## src/rtl/bus_addr_dec_ctrl_pkg.sv

```systemverilog
// bus_addr_dec_ctrl_pkg: shared state encodings and error codes for the bus address decoder
package bus_addr_dec_ctrl_pkg;
    localparam logic [1:0] BUS_DEC_ST_IDLE   = 2'd0;
    localparam logic [1:0] BUS_DEC_ST_ACCESS = 2'd1;
    localparam logic [1:0] BUS_DEC_ST_ERROR  = 2'd2;
    localparam logic [1:0] BUS_DEC_ERR_NONE    = 2'd0;
    localparam logic [1:0] BUS_DEC_ERR_UNMAP   = 2'd1;
    localparam logic [1:0] BUS_DEC_ERR_TIMEOUT = 2'd2;
endpackage

```

## src/rtl/bus_addr_dec_ctrl_timer.sv

```systemverilog
// bus_addr_dec_ctrl_timer: clearable enabled up-counter with terminal-count flag (only built with BUS_DEC_TIMEOUT_EN)
`ifdef BUS_DEC_TIMEOUT_EN
module bus_addr_dec_ctrl_timer #(
    parameter int MAX = 256
) (
    input  logic clk,
    input  logic reset,
    input  logic clr,
    input  logic en,
    output logic tc
);
    logic [15:0] cnt;
    // count enabled cycles, restart from zero whenever cleared
    always_ff @(posedge clk or negedge reset) begin
        if (!reset) cnt <= '0;
        else if (clr) cnt <= '0;
        else if (en) cnt <= cnt + 16'd1;
    end
    assign tc = cnt == 16'(MAX - 1);
endmodule
`endif

```

## src/rtl/bus_addr_dec_ctrl.sv

```systemverilog
// bus_addr_dec_ctrl: registered chip-select decoder with unmapped/timeout bus error (timeout path under BUS_DEC_TIMEOUT_EN)
module bus_addr_dec_ctrl
    import bus_addr_dec_ctrl_pkg::*;
#(
    parameter int ADDR_W    = 30,
    parameter int IDX_MSB   = 29,
    parameter int IDX_LSB   = 27,
    parameter int SLAVE_NUM = 8,
    parameter logic [SLAVE_NUM-1:0] SLAVE_MASK = {SLAVE_NUM{1'b1}},
    parameter int TIMEOUT   = 256,
    localparam int IDX_W    = IDX_MSB - IDX_LSB + 1
) (
    input  logic                 clk,
    input  logic                 reset,
    input  logic                 s_as_,
    input  logic [ADDR_W-1:0]    s_addr,
    input  logic [SLAVE_NUM-1:0] s_rdy_in_,
    output logic [SLAVE_NUM-1:0] s_cs_,
    output logic                 m_rdy_,
    output logic                 m_err,
    output logic [1:0]           err_cause,
    output logic [IDX_W-1:0]     err_idx
);
    if (SLAVE_NUM < 1 || SLAVE_NUM > 2**IDX_W) begin : g_bad_slave_num
        $error("SLAVE_NUM out of range for index field");
    end
    if (TIMEOUT < 2 || TIMEOUT > 65535) begin : g_bad_timeout
        $error("TIMEOUT must be 2..65535");
    end
    logic [1:0]       state;
    logic [IDX_W-1:0] sel;
    logic [IDX_W-1:0] idx;
    logic             mapped;
    logic             rdy_sel;
    logic             timeout_hit;
    logic             unused_addr;
    assign idx         = s_addr[IDX_MSB:IDX_LSB];
    assign unused_addr = ^s_addr;
    assign rdy_sel     = s_rdy_in_[sel];
    // an index is mapped when it names a populated slave
    always_comb begin
        mapped = 1'b0;
        for (int i = 0; i < SLAVE_NUM; i++)
            if (idx == IDX_W'(i) && SLAVE_MASK[i]) mapped = 1'b1;
    end
`ifdef BUS_DEC_TIMEOUT_EN
    bus_addr_dec_ctrl_timer #(.MAX(TIMEOUT)) u_timer (
        .clk  (clk),
        .reset(reset),
        .clr  (state != BUS_DEC_ST_ACCESS),
        .en   (state == BUS_DEC_ST_ACCESS && rdy_sel),
        .tc   (timeout_hit)
    );
`else
    assign timeout_hit = 1'b0;
`endif
    // transaction FSM: decode in IDLE, hold chip-select in ACCESS, one-cycle ERROR response
    always_ff @(posedge clk or negedge reset) begin
        if (!reset) begin
            state     <= BUS_DEC_ST_IDLE;
            sel       <= '0;
            s_cs_     <= '1;
            err_cause <= BUS_DEC_ERR_NONE;
            err_idx   <= '0;
        end else begin
            case (state)
                BUS_DEC_ST_IDLE: begin
                    if (!s_as_ && mapped) begin
                        state <= BUS_DEC_ST_ACCESS;
                        sel   <= idx;
                        s_cs_ <= ~(SLAVE_NUM'(1) << idx);
                    end else if (!s_as_) begin
                        state     <= BUS_DEC_ST_ERROR;
                        err_cause <= BUS_DEC_ERR_UNMAP;
                        err_idx   <= idx;
                    end
                end
                BUS_DEC_ST_ACCESS: begin
                    if (!rdy_sel) begin
                        state <= BUS_DEC_ST_IDLE;
                        s_cs_ <= '1;
                    end else if (timeout_hit) begin
                        state     <= BUS_DEC_ST_ERROR;
                        s_cs_     <= '1;
                        err_cause <= BUS_DEC_ERR_TIMEOUT;
                        err_idx   <= sel;
                    end
                end
                default: begin
                    state <= BUS_DEC_ST_IDLE;
                    s_cs_ <= '1;
                end
            endcase
        end
    end
    assign m_rdy_ = (state == BUS_DEC_ST_ACCESS) ? rdy_sel : (state != BUS_DEC_ST_ERROR);
    assign m_err  = state == BUS_DEC_ST_ERROR;
`ifndef SYNTHESIS
    // never more than one slave selected at once
    always_ff @(posedge clk) begin
        if (reset) assert ($onehot0(~s_cs_));
    end
`endif
endmodule

```

## config.mk

```make
export PLATFORM = sky130hd
export DESIGN_NAME = bus_addr_dec_ctrl
export DESIGN_NICKNAME = d
export VERILOG_FILES = /design/src/rtl/bus_addr_dec_ctrl_pkg.sv /design/src/rtl/bus_addr_dec_ctrl_timer.sv /design/src/rtl/bus_addr_dec_ctrl.sv
export SDC_FILE = /design/constraint.sdc
export NUM_CORES = 1
export LEC_CHECK = 0
export BUFFER_PORTS_ARGS = -buffer_cell sky130_fd_sc_hd__clkbuf_2
export CAP_MARGIN = 20
export CORE_MARGIN = 2
export CORE_UTILIZATION = 30
export CTS_BUF_LIST = sky130_fd_sc_hd__clkbuf_8
export CTS_CLUSTER_DIAMETER = 60
export DETAILED_ROUTE_END_ITERATION = 10
export HOLD_SLACK_MARGIN = 0.08
export PLACE_DENSITY = 0.64
export SLEW_MARGIN = 40
export SYNTH_ARGS = -nofsm -noshare
export SYNTH_HDL_FRONTEND = slang
export SYNTH_HIERARCHICAL = 1
export SYNTH_SLANG_ARGS = --single-unit
```

## constraint.sdc

```tcl
create_clock -name clk -period 2 [get_ports clk]
set_clock_uncertainty 0.2 [all_clocks]
set_input_delay 0.4 -clock clk [delete_from_list [all_inputs] [get_ports clk]]
set_output_delay 0.4 -clock clk [all_outputs]
set_load 0.05 [all_outputs]
```

* After elaboration in Yosys (flattened, before gate mapping)
Index checks and enable logic that the tools add are counted.
Storage, ports and cells: flip-flop bits (word level) 17, input port bits 41, output and inout bits 15, word-level logic and storage cells 49
Cells by class: $lt $le $gt $ge 1, eq/ne operators 13, shift-type cells 1, mux-type cells 18, bitwise gates (word level) 3, reductions and logical operators 8
Operators with widths (count):
- 2-to-1 mux 8 bit | 2
- one-hot mux 8 bit (2 select lines) | 1
- == test 3 bit, second input constant | 4
- 2-to-1 mux 1 bit | 10
- inverter 8 bit | 1
- << shifter 1 x 3 -> 8 bit, first input constant | 1
- == test 3 x 2 -> 1 bit, second input constant | 2
- 2-to-1 mux 2 bit | 3
- != test 2 bit, second input constant | 3
- AND reduction 2 bit | 3
- less-than comparator 3 x 4 -> 1 bit, second input constant | 1
- one-hot mux 2 bit (2 select lines) | 1
- binary-select mux 1 bit (select 3 bit) | 1
- == test 3 x 1 -> 1 bit, second input constant | 1
- zero test 3 bit | 1
- != test 3 bit, second input constant | 1
- AND reduction 3 bit | 1
- == test 2 x 1 -> 1 bit, second input constant | 1
- == test 2 bit, second input constant | 1
- zero test 2 bit | 1
- inverter 1 bit | 2
- logical AND 1 bit | 1
- zero test 1 bit | 1

* Depth between registers and ports, before layout
word-level depth 12, depth in mapped cells 5, gate-level depth less buffers 4

* Worst setup path after synthesis
Ideal clock, no wire load.
path kind register to output, start point register state[1], end point output m_rdy_, arrival 1919 ps, path slack -519 ps, stages on the path, launching flop included 3, path through dfrtp_1 nor2b_1 o21ai_0
Between the ends: longest elaborated chain between the ends 2
Ends and longest elaborated chain:
- from (decl) | line bus_addr_dec_ctrl.sv:30 | logic [1:0] state;
- from (signal assigned) | line bus_addr_dec_ctrl.sv:60 | state <= BUS_DEC_ST_IDLE;
- from (signal assigned) | line bus_addr_dec_ctrl.sv:69 | state <= BUS_DEC_ST_ACCESS;
- from (signal assigned) | line bus_addr_dec_ctrl.sv:73 | state <= BUS_DEC_ST_ERROR;
- != test 2 bit or == test 2 x 1 -> 1 bit (tied branches) | line bus_addr_dec_ctrl.sv:96 | assign m_rdy_ = (state == BUS_DEC_ST_ACCESS) ? rdy_sel : (state != BUS_DEC_ST_ERROR);
- 2-to-1 mux 1 bit * | line bus_addr_dec_ctrl.sv:96
- to (decl) | line bus_addr_dec_ctrl.sv:19 | output logic m_rdy_,
Every way passes the cells marked *; elsewhere a longest branch is shown, timed or not.

* Final worst setup path
start point register sel[0], end point output m_rdy_
Between the ends: longest elaborated chain between the ends 3
Ends and longest elaborated chain:
- from (decl) | line bus_addr_dec_ctrl.sv:31 | logic [IDX_W-1:0] sel;
- from (signal assigned) | line bus_addr_dec_ctrl.sv:70 | sel <= idx;
- binary-select mux 1 bit (select 3 bit) | line bus_addr_dec_ctrl.sv:39 | assign rdy_sel = s_rdy_in_[sel];
- 2-to-1 mux 1 bit (implied by the code) | line bus_addr_dec_ctrl.sv:39
- 2-to-1 mux 1 bit | line bus_addr_dec_ctrl.sv:96
Every way passes these cells. The select of a mux whose other input is x is not followed.

==> flow_summary_export.csv <==
group,metric,value,unit
outcome,status,"finished, violations left",
outcome,violations,"negative setup slack",
global_routing,grt_usage,12.6,%
cts,cts.sinks,17,
global_routing,antenna_found_initial,0,
power_and_ir_drop,cellLeakagePower,0.507,nW
drt,via_count,591,
drt,drc,0,
placed_design,hpwl,1160,µm
timing,fmax,0.443,GHz
critical_path,worstPathCellList,"mux4_2 -> nand2b_4 -> nand3_4 -> o21ai_4 -> buf_8",
floorplan,io-pin-count,56,
drt,routed_wl,1710,µm
drt,drt-met1-wl,764,µm
critical_path,cpMaxStageDelayCell,"mux4_2",
timing,final_hold_viol_count,0,
job,maxCapViolCount,0,
cts,htreeDepth,1,
drt,wl_met3,113,µm
cts,cts_made_buffers,3,
synth,synth_area_leader_cell,"dfrtp_1",
floorplan,dieArea,2910,µm²
drt,routed-wl-met2,829,µm
finish,num-nets-final,142,
drt,first_pass_iters,4,
floorplan,num_rows,18,
finish,synthToLayoutAreaGrowth,45.6,%
floorplan,fp.dieW,53.9,µm
synth,synth_seq_area_share,58.3,%
cts,clockBufferDepth,2,
placed_design,port_buffers,27,
synth,netlist_instances,63,
synth,yosys_register_bits,17,
drt,post_drt_wl_per_cell,13.1,µm
cts,clock_latency,250,ps
critical_path,end_kind,"output pin",
drt,ant_nets,0,
critical_path,cp_max_fo,4,
critical_path,crit_required,1400,ps
finish,drive_gt1_share,59.0,%
timing,whs,177,ps
timing,drv_slew,0,
placed_design,place.gp.congestion,0.744,
worst_hold_path,hold_path.class,"reg -> reg",
timing,finalCritPeriodShare,113,%
power_and_ir_drop,p_per_area,821,nW/µm²
global_routing,overflow,0,
global_routing,grt_pass1_wl,2550,µm
floorplan,initial_core_util,31.0,%
drt,initialDrtViolationCount,11,
finish,antennaDiodeCount,0,
floorplan,die_y,53.9,µm
critical_path,path_delay_family,"multiplexers",
timing,worst_slack,-255,ps
critical_path,criticalPathCategory,"reg -> out",
timing,setup_violations,9,
synth,synth_area_leaders,"dfrtp_1 (30%), dfstp_2 (28%), o32a_1 (5.4%)",
critical_path,critPathArrivalTime,1660,ps
drt,vias_per_cell,4.55,
critical_path,slowest_delay,520,ps
cts,cts_tree,"done",
synth,syn-cell-area,747,µm²
synth,syn_area_per_cell,11.9,µm²
cts,root_buffer,"clkbuf_8",
power_and_ir_drop,ir_worst_vdd,0.495,mV
synth,synthDistinctLibCells,21,
critical_path,start_kind,"flip-flop",
finish,n_fill_cell,235,
synth,yosysWarnings,6,
cts,cts.clk_slew.worst_paths,60,ps
timing,fin_crit,2260,ps
synth,netlist.area_leader.share,30.2,%
global_routing,grt_pass1_vias,556,
critical_path,path_buf_inv,1,
timing,grt_setup_unrepaired,"yes",
drt,top_layer,"met3",
global_routing,grt_max_degree,18,
floorplan,core_area,2410,µm²
placed_design,dp_slack,-77.7,ps
Yosys cell counts, drive strengths merged:
cell,number
nand3b,1
mux2i,2
nand2,6
o21a,1
mux4,1
nor2b,1
or3,1
nand2b,1
clkbuf,5
o32a,4
a2bb2oi,3
dfstp,8
nor2,7
o21ai,3
nand3,2
a311oi,1
dfrtp,9
conb,1
inv,4
buf,1
a32oi,1
sequential cells by signal, summed over array words and instances (netlist names):
| register | flops |
|---|---|
| s_cs_ | 8 |
| err_idx | 3 |
| sel | 3 |
| state | 2 |
| err_cause | 1 |
final timing paths:
path / from / endpoint / slack (ps) / depth (start not counted)
max: sel[0]$_DFFE_PN0P_ / m_rdy_ / -260 / 5
min: err_idx[1]$_DFFE_PN0P_ / err_idx[1]$_DFFE_PN0P_ / 180 / 0
max reg2reg: sel[0]$_DFFE_PN0P_ / s_cs_[6]$_DFFE_PN1P_ / -130 / 6
min reg2reg: err_idx[1]$_DFFE_PN0P_ / err_idx[1]$_DFFE_PN0P_ / 180 / 0
max in group asynchronous: reset / s_cs_[7]$_DFFE_PN1P_ / 850 / 2
min in group asynchronous: reset / err_idx[2]$_DFFE_PN0P_ / 420 / 2
layout by cell type, fill, tap and decap left out, types with 3 or more instances in the layout:
cell type,synthesis,layout
clkbuf_8,0,3
o32a_1,4,4
nor2_1,7,7
inv_1,4,4
clkbuf_2,0,26
nand2_1,6,6
dfrtp_1,9,9
dfstp_2,8,8
buf_4,1,9
a2bb2oi_2,0,3
power breakdown:
group	switching (mW)	leakage, nW	internal (mW)
combinational	0.134	0.280	0.118
clock	0.112	0.0255	0.138
sequential	0.0223	0.202	0.368
total	0.268	0.507	0.625
stage by stage:
stage	cells	utilization (%)	area (µm²)	TNS (ps)	power, mW
global route	130	45.1	1090	-1840	0.943
floorplan	64	-	757	0	0.526
CTS	129	44.1	1060	-1450	0.889
detailed placement	121	39.4	948	-77.7	0.599
global placement	121	39.4	948	-77.6	0.594
finish	130	45.1	1090	-1170	0.893
repair_timing:
action                                 CTS  global route
hold buffers                             1             0
cloned                                   0             0
endpoints found under the hold margin    9             0
pin swaps                                5             3
setup buffers                            3             2
setup endpoints to repair                5             9
resized for setup                        7             4
worst reg2reg max path, stage by stage, from the launching register on:
cell and delay (ps):
dfrtp_1 420, mux4_2 520, nand2b_4 180, buf_4 140, buf_6 110, a32oi_4 310, o32a_1 200
routing by layer:
metal	vias up	GRT usage, %
met4	0	5.13
met1	278	16.5
met3	0	2.50
met2	26	20.1
li1	287	-
met5	-	0
cells by family (layout without fill, tap and decap cells):
kind of cell	Yosys count	in the layout	share of synthesized area, %
AOI/OAI and AO/OA	13	13	17.6
DFF	17	17	58.3
muxes	3	3	5.70
other	1	2	0.502
and+or+nand+nor	19	19	12.4
buffers and inverters	10	46	5.53
area by class of cell:
type                            count  area (µm²)  share of cell area, %
Clock buffer                        3        41.3                   3.80
Clock inverter                      1        5.00                  0.460
Inverter                            4        15.0                   1.38
Multi-Input combinational cell     37         319                   29.3
Sequential cell                    17         435                   40.0
Tap cell                           30        37.5                   3.45
Timing Repair Buffer               38         234                   21.5
No activity file was read; power rests on OpenSTA's default activity.
